$ cat config.mk
export PLATFORM = sky130hd
export DESIGN_NAME = instr_encoder
export DESIGN_NICKNAME = d
export VERILOG_FILES = /design/src/rtl/instr_encoder_pkg.sv /design/src/rtl/instr_encoder_pack.sv /design/src/rtl/instr_encoder.sv
export SDC_FILE = /design/constraint.sdc
export NUM_CORES = 1
export LEC_CHECK = 0
export ABC_AREA = 1
export BUFFER_PORTS_ARGS = -buffer_cell sky130_fd_sc_hd__buf_2
export CAP_MARGIN = 20
export CORE_AREA = 2 2 87 89
export CTS_BUF_LIST = sky130_fd_sc_hd__clkbuf_2
export CTS_CLUSTER_DIAMETER = 60
export DETAILED_ROUTE_END_ITERATION = 10
export DIE_AREA = 0 0 89 91
export PLACE_DENSITY = 0.87
export SETUP_SLACK_MARGIN = 0.02
export SYNTH_ARGS = -nofsm -noshare
export SYNTH_HDL_FRONTEND = slang
export SYNTH_SLANG_ARGS = --single-unit
$ cat constraint.sdc
create_clock -name clk -period 3.6 [get_ports clk]
set_clock_uncertainty 0.2 [all_clocks]
set_input_delay 0.36 -clock clk [delete_from_list [all_inputs] [get_ports clk]]
set_output_delay 0.36 -clock clk [all_outputs]
set_load 0.005 [all_outputs]
$ cat src/rtl/instr_encoder_pkg.sv
// Shared types and constants for the RV32I instruction encoder (format codes, opcodes, field bundle).
// The IMM_RANGE_CHECK_EN build option uses imm_out_of_range() from here.
package instr_encoder_pkg;

    localparam int unsigned WORD_SIZE = 32;
    localparam int unsigned NUM_REGS  = 32;
    localparam int unsigned REG_SEL   = $clog2(NUM_REGS);
    localparam int unsigned ADDR_SIZE = 10;
    localparam int unsigned LEN_SIZE  = ADDR_SIZE + 1;
    localparam int unsigned FMT_SIZE  = 3;
    localparam int unsigned OPC_SIZE  = 7;
    localparam int unsigned F3_SIZE   = 3;
    localparam int unsigned F7_SIZE   = 7;

    // Instruction format selector codes (shared with the decoder)
    localparam logic [FMT_SIZE-1:0] FMT_R = 3'd0;
    localparam logic [FMT_SIZE-1:0] FMT_I = 3'd1;
    localparam logic [FMT_SIZE-1:0] FMT_S = 3'd2;
    localparam logic [FMT_SIZE-1:0] FMT_B = 3'd3;
    localparam logic [FMT_SIZE-1:0] FMT_U = 3'd4;
    localparam logic [FMT_SIZE-1:0] FMT_J = 3'd5;

    // RV32I base opcodes
    localparam logic [OPC_SIZE-1:0] OPC_LUI    = 7'h37;
    localparam logic [OPC_SIZE-1:0] OPC_AUIPC  = 7'h17;
    localparam logic [OPC_SIZE-1:0] OPC_JAL    = 7'h6f;
    localparam logic [OPC_SIZE-1:0] OPC_JALR   = 7'h67;
    localparam logic [OPC_SIZE-1:0] OPC_BRANCH = 7'h63;
    localparam logic [OPC_SIZE-1:0] OPC_LOAD   = 7'h03;
    localparam logic [OPC_SIZE-1:0] OPC_STORE  = 7'h23;
    localparam logic [OPC_SIZE-1:0] OPC_OP_IMM = 7'h13;
    localparam logic [OPC_SIZE-1:0] OPC_OP     = 7'h33;

    // addi x0,x0,0
    localparam logic [WORD_SIZE-1:0] NOP_WORD = {12'd0, 5'd0, 3'd0, 5'd0, OPC_OP_IMM};

    typedef enum logic [1:0] {
        ST_IDLE = 2'd0,
        ST_RUN  = 2'd1,
        ST_DONE = 2'd2
    } enc_state_t;

    typedef struct packed {
        logic [FMT_SIZE-1:0]  fmt;
        logic [OPC_SIZE-1:0]  opcode;
        logic [F3_SIZE-1:0]   funct3;
        logic [F7_SIZE-1:0]   funct7;
        logic [REG_SEL-1:0]   rd;
        logic [REG_SEL-1:0]   rs1;
        logic [REG_SEL-1:0]   rs2;
        logic [WORD_SIZE-1:0] imm;
    } instr_fields_t;

    // True when the immediate cannot be represented exactly in the format's field bits
    function automatic logic imm_out_of_range(input instr_fields_t f);
        logic bad;
        bad = 1'b0;
        case (f.fmt)
            FMT_I, FMT_S: bad = !((&f.imm[31:11]) || (~|f.imm[31:11]));
            FMT_B:        bad = !((&f.imm[31:12]) || (~|f.imm[31:12])) || f.imm[0];
            FMT_J:        bad = !((&f.imm[31:20]) || (~|f.imm[31:20])) || f.imm[0];
            FMT_U:        bad = |f.imm[11:0];
            default:      bad = 1'b0;
        endcase
        return bad;
    endfunction

endpackage

$ cat src/rtl/instr_encoder_pack.sv
// Combinational RV32I field packer: turns a field bundle into one 32-bit instruction word.
module instr_pack
    import instr_encoder_pkg::*;
(
    input  instr_fields_t          i_fields,
    output logic [WORD_SIZE-1:0]   o_word
);

    // Select the bit layout for the requested format; unknown formats become a nop
    always_comb begin
        o_word = NOP_WORD;
        case (i_fields.fmt)
            FMT_R: o_word = {i_fields.funct7, i_fields.rs2, i_fields.rs1,
                             i_fields.funct3, i_fields.rd, i_fields.opcode};
            FMT_I: begin
                if (i_fields.funct3 == 3'b001 || i_fields.funct3 == 3'b101) begin
                    o_word = {i_fields.funct7, i_fields.imm[4:0], i_fields.rs1,
                              i_fields.funct3, i_fields.rd, i_fields.opcode};
                end else begin
                    o_word = {i_fields.imm[11:0], i_fields.rs1,
                              i_fields.funct3, i_fields.rd, i_fields.opcode};
                end
            end
            FMT_S: o_word = {i_fields.imm[11:5], i_fields.rs2, i_fields.rs1,
                             i_fields.funct3, i_fields.imm[4:0], i_fields.opcode};
            FMT_B: o_word = {i_fields.imm[12], i_fields.imm[10:5], i_fields.rs2,
                             i_fields.rs1, i_fields.funct3, i_fields.imm[4:1],
                             i_fields.imm[11], i_fields.opcode};
            FMT_U: o_word = {i_fields.imm[31:12], i_fields.rd, i_fields.opcode};
            FMT_J: o_word = {i_fields.imm[20], i_fields.imm[10:1], i_fields.imm[11],
                             i_fields.imm[19:12], i_fields.rd, i_fields.opcode};
            default: o_word = NOP_WORD;
        endcase
    end

endmodule

$ cat src/rtl/instr_encoder.sv
// Instruction encoder: accepts RV32I field bundles and streams packed words into imem
// at incrementing addresses under a start/busy/done job FSM.
// Build option IMM_RANGE_CHECK_EN: out-of-range immediates are dropped and flagged in err[1].
module instr_encoder
    import instr_encoder_pkg::*;
(
    input  logic                  clk,
    input  logic                  rst_n,
    input  logic                  start,
    input  logic [ADDR_SIZE-1:0]  base_addr,
    input  logic [ADDR_SIZE:0]    job_len,
    input  logic                  in_valid,
    output logic                  in_ready,
    input  logic [FMT_SIZE-1:0]   fmt,
    input  logic [OPC_SIZE-1:0]   opcode,
    input  logic [F3_SIZE-1:0]    funct3,
    input  logic [F7_SIZE-1:0]    funct7,
    input  logic [REG_SEL-1:0]    rd,
    input  logic [REG_SEL-1:0]    rs1,
    input  logic [REG_SEL-1:0]    rs2,
    input  logic [WORD_SIZE-1:0]  imm,
    output logic                  wr_en,
    input  logic                  wr_ready,
    output logic [ADDR_SIZE-1:0]  wr_addr,
    output logic [WORD_SIZE-1:0]  wr_data,
    output logic                  busy,
    output logic                  done,
    output logic [1:0]            err
);

    enc_state_t             r_state;
    enc_state_t             w_state_nxt;
    logic [ADDR_SIZE-1:0]   r_addr;
    logic [LEN_SIZE-1:0]    r_remain;
    logic                   r_wr_en;
    logic [ADDR_SIZE-1:0]   r_wr_addr;
    logic [WORD_SIZE-1:0]   r_wr_data;
    logic                   r_busy;
    logic                   r_done;
    logic [1:0]             r_err;

    instr_fields_t          w_fields;
    logic [WORD_SIZE-1:0]   w_word;
    logic                   w_start;
    logic                   w_accept;
    logic                   w_fire;
    logic                   w_wrap;
    logic                   w_drop;
    logic                   w_in_ready;

    // Gather the input fields into one bundle for the packer
    always_comb begin
        w_fields        = '0;
        w_fields.fmt    = fmt;
        w_fields.opcode = opcode;
        w_fields.funct3 = funct3;
        w_fields.funct7 = funct7;
        w_fields.rd     = rd;
        w_fields.rs1    = rs1;
        w_fields.rs2    = rs2;
        w_fields.imm    = imm;
    end

    instr_pack u_pack (
        .i_fields (w_fields),
        .o_word   (w_word)
    );

`ifdef IMM_RANGE_CHECK_EN
    assign w_drop = imm_out_of_range(w_fields);
`else
    assign w_drop = 1'b0;
`endif

    // Handshake qualifiers; a stalled write blocks new bundles so its data stays put
    assign w_in_ready = (r_state == ST_RUN) && (r_remain != '0) && (!r_wr_en || wr_ready);
    assign w_accept   = in_valid && w_in_ready;
    assign w_fire     = r_wr_en && wr_ready;
    assign w_start    = start && (r_state == ST_IDLE);
    assign w_wrap     = w_fire && (&r_wr_addr) && (r_remain != '0);

    // Next-state logic for the job FSM
    always_comb begin
        w_state_nxt = r_state;
        case (r_state)
            ST_IDLE: begin
                if (start) begin
                    w_state_nxt = (job_len == '0) ? ST_DONE : ST_RUN;
                end
            end
            ST_RUN: begin
                if ((r_remain == '0) && (!r_wr_en || w_fire)) begin
                    w_state_nxt = ST_DONE;
                end
            end
            ST_DONE: w_state_nxt = ST_IDLE;
            default: w_state_nxt = ST_IDLE;
        endcase
    end

    // State register
    always_ff @(posedge clk or negedge rst_n) begin
        if (!rst_n) begin
            r_state <= ST_IDLE;
        end else begin
            r_state <= w_state_nxt;
        end
    end

    // Job counters and sticky error flags
    always_ff @(posedge clk or negedge rst_n) begin
        if (!rst_n) begin
            r_addr   <= '0;
            r_remain <= '0;
            r_err    <= '0;
        end else if (w_start) begin
            r_addr   <= base_addr;
            r_remain <= job_len;
            r_err    <= '0;
        end else begin
            if (w_fire) begin
                r_addr <= r_addr + ADDR_SIZE'(1);
            end
            if (w_accept) begin
                r_remain <= r_remain - LEN_SIZE'(1);
            end
            if (w_wrap) begin
                r_err[0] <= 1'b1;
            end
            if (w_accept && w_drop) begin
                r_err[1] <= 1'b1;
            end
        end
    end

    // Write stage: holds the packed word until imem takes it; the address skips ahead
    // when the previous write fires in the same cycle a new bundle is accepted
    always_ff @(posedge clk or negedge rst_n) begin
        if (!rst_n) begin
            r_wr_en   <= 1'b0;
            r_wr_addr <= '0;
            r_wr_data <= '0;
        end else if (w_accept && !w_drop) begin
            r_wr_en   <= 1'b1;
            r_wr_addr <= w_fire ? (r_addr + ADDR_SIZE'(1)) : r_addr;
            r_wr_data <= w_word;
        end else if (w_fire) begin
            r_wr_en   <= 1'b0;
        end
    end

    // Registered status outputs derived from the upcoming state
    always_ff @(posedge clk or negedge rst_n) begin
        if (!rst_n) begin
            r_busy <= 1'b0;
            r_done <= 1'b0;
        end else begin
            r_busy <= (w_state_nxt != ST_IDLE);
            r_done <= (w_state_nxt == ST_DONE);
        end
    end

    assign in_ready = w_in_ready;
    assign wr_en    = r_wr_en;
    assign wr_addr  = r_wr_addr;
    assign wr_data  = r_wr_data;
    assign busy     = r_busy;
    assign done     = r_done;
    assign err      = r_err;

endmodule

==> flow_summary_export.csv <==
group,metric,value,unit
placed_design,io_buffers,139,
worst_setup_path,startpoint,"r_remain[0]",
hold_path,hold_path_class,"input pin to register",
synth,yosysUniqueCellTypes,29,
power,power_switching,1460,µW
route,num_vias,4710,
clock_network,cts_buffers,9,
sta,period_minus_slack,2.51,ns
floorplan,pin_count,141,
clock_network,cts.htree.levels,3,
power,peakVddDrop,0.279,mV
grt,grt-ovfl-total,0,
sta,tightestPinTransition,0.829,ns
clock_network,clockRootBuffer,"clkbuf_2",
grt,grt_max_degree,34,
floorplan,die_x,89,µm
synth,syn_nets,658,
placed_design,post-dp-hpwl,8180,µm
synth,synth_top_area_share,44.5,%
synth,synth_area,0.00388,mm²
layout,fin_area,0.00548,mm²
layout,diodes,0,
route,via_per_inst,5.40,
placed_design,place.gp.congestion,0.943,
sta,slew_headroom,44.5,%
grt,grt_usage,32.3,%
worst_setup_path,worst-r2r-cell-count,9,
sta,final.setup.tns,0,ns
route,dr.pass1.iters,6,
layout,nNetsFinal,864,
grt,antenna_found_initial,0,
synth,yosysSeqAreaShare,44.5,%
route,wl,12800,µm
power,p_sw_share,43.7,%
layout,fin_cells,873,
job,cap_violations,0,
placed_design,place_inst,784,
clock_network,clk_latency,0.54,ns
clock_network,cts_tree,"done",
worst_setup_path,crit_type,"register to output port",
placed_design,placed_area,0.00462,mm²
synth,yosysTopAreaCell,"dfrtp_1",
sta,rsz0062_at_grt,"no",
worst_setup_path,start_kind,"register",
sta,max_freq,0.398,GHz
worst_setup_path,crit_required,3.04,ns
status,status,"finished clean",
power,seq_power_share,41.1,%
floorplan,placeableCoreArea,0.00714,mm²
synth,synth_top_cells_by_area,"dfrtp_1 45%, nand2_1 25%, nand3_1 5.2%",
power,p_leak,0.00307,µW
floorplan,fp-row-count,31,
worst_setup_path,cp_max_fo,5,
worst_setup_path,cp-endpoint,"in_ready",
route,wl_per_cell,14.7,µm
worst_setup_path,endpoint_kind,"output port",
power,pwr_density_cell,611,mW/mm²
grt,grt_pass1_vias,4587,
floorplan,die_area,0.00810,mm²
sta,finalCritPeriodShare,69.8,%
clock_network,cts_buffer_depth,2,
worst_setup_path,timing.rr.start,"r_remain[0]",
synth,ys_ff_latch,69,
worst_setup_path,r2r_setup_slack,1.17,ns
sta,setup_viol,0,
synth,ys.warnings.count,0,
power,clkPwrFrac,14.6,%
layout,syn_to_final_growth,41.3,%
power,combPwrFrac,44.3,%
floorplan,start_util,54.3,%
worst_setup_path,reg2reg_to,"wr_data[28]",
worst_setup_path,critPathArrivalTime,1.95,ns
route,drtIter0Drc,346,
clock_network,cts_sinks,69,
layout,layout-drive-gt1-share,22.1,%
sta,hold_violations,0,
floorplan,die_h,91,µm
synth,netlist_instances,563,
sta,finalMaxSlewViolations,0,
power,intPower,1880,µW
synth,avgSynthCellArea,6.89,µm²
route,drc_errors,0,
grt,grt_pass1_wl,20600,µm
route,ant_nets,0,
clock_network,clkTransAtPathRegs,0.21,ns
-- cell usage in the layout, fill, tap and decap left out, types with 2 or more instances in the layout --
master,count
nand3_1,40
dlygate4sd3_1,73
nand2_1,260
a31oi_1,2
nor2_1,33
nor3_1,2
xnor2_1,2
dfrtp_1,69
o21ai_0,30
nor2_2,3
inv_6,2
buf_4,4
clkbuf_2,9
a22o_1,2
clkinvlp_4,2
nand4_1,11
a21oi_1,20
o21ai_1,3
buf_2,139
nand3_4,2
inv_1,47
ha_1,2
inv_2,3
xor2_1,3
-- per-stage QoR --
step                setup slack [ns]  total power, µW  hold slack [ns]  utilization [%]
detailed placement              1.23             2750            0.190             64.8
global route                   0.927             3600           0.0402             76.8
floorplan                       1.85             2210           -0.136                -
finish                          1.09             3350           0.0511             76.8
global placement                1.38             2680            0.186             64.8
CTS                             1.07             3300          0.00104             76.8
-- cell usage after synthesis --
| library cell | instances |
|---|---|
| xnor2_1 | 2 |
| nor2_4 | 1 |
| nand4_1 | 11 |
| a22o_1 | 2 |
| nand2_2 | 1 |
| o21ai_1 | 3 |
| a21oi_1 | 20 |
| buf_1 | 1 |
| nand2_1 | 260 |
| inv_2 | 3 |
| ha_1 | 2 |
| conb_1 | 1 |
| nand3_2 | 1 |
| nor2_1 | 33 |
| dfrtp_1 | 69 |
| xor2_1 | 3 |
| or2_1 | 1 |
| nand3b_1 | 1 |
| nor3_1 | 3 |
| nor4_1 | 1 |
| o21ai_0 | 30 |
| clkbuf_1 | 5 |
| nand3_4 | 2 |
| inv_1 | 47 |
| buf_2 | 10 |
| nand3_1 | 40 |
| buf_4 | 5 |
| a31oi_1 | 2 |
| nor2_2 | 3 |
-- worst min-delay path by stage --
stage,cells after the start,start,slack [ns],to
3_5_place_dp,1,rst_n,0.19,r_addr[2]
6_report,5,imm[20],0.05,wr_data[20]
4_1_cts,5,imm[23],0.001,wr_data[23]
2_1_floorplan,0,rst_n,-0.14,busy
3_3_place_gp,1,rst_n,0.19,r_addr[2]
5_1_grt,5,imm[20],0.04,wr_data[20]
-- cell families (layout without fill, tap and decap cells) --
family	count (synthesis)	in the layout	share of synthesized area [%]
other	1	1	0.0967
buffers and inverters	71	282	7.68
adders and majority gates	2	2	0.645
DFF	69	69	44.5
xor gates and xnor gates	5	5	1.13
AOI/OAI and AO/OA	57	57	7.62
and+or+nand+nor	358	358	38.3
-- registers in the layout, summed over array words and instances (netlist names) --
register,flops
busy,1
done,1
err,1
r_addr,10
r_remain,11
r_state,2
wr_addr,10
wr_data,32
wr_en,1
-- routing by layer --
layer,vias up,GRT usage (%),part of all wire (%)
met5,-,0,0
met4,0,14.8,3.8
met3,57,5.82,8.3
met2,310,54.3,50
met1,2160,39.7,38
li1,2183,-,-
-- critical path, cell delays in order, from the launching register on --
cell and delay (ns):
dfrtp_1 0.45, inv_1 0.09, ha_1 0.20, nand2_1 0.14, nor2_4 0.19, nand3_4 0.12, nand2_1 0.08, inv_1 0.04
buf_2 0.12
-- layout make-up --
class                      instances  area [µm²]
multi-input combinational        423        1860
inverter                          50         188
clock buffer                       9        45.0
timing repair buffer             216        1460
tap                               99         124
sequential                        69        1730
fill                             492        1660
clock inverter                     7        82.6
-- power by group through the flow --
| stage | Combinational (µW) | Sequential [µW] | Clock, µW |
|---|---|---|---|
| floorplan | 858 | 1350 | 0 |
| global placement | 1310 | 1370 | 0 |
| detailed placement | 1380 | 1370 | 0 |
| CTS | 1450 | 1360 | 493 |
| global route | 1660 | 1410 | 527 |
| finish | 1480 | 1380 | 489 |
-- repair_timing --
item                                   CTS  global route
gates resized for setup                  0             0
hold buffers                            73             0
endpoints found under the hold margin   78             0
buffers inserted                         0             0
(Power assumes the default switching activity.)
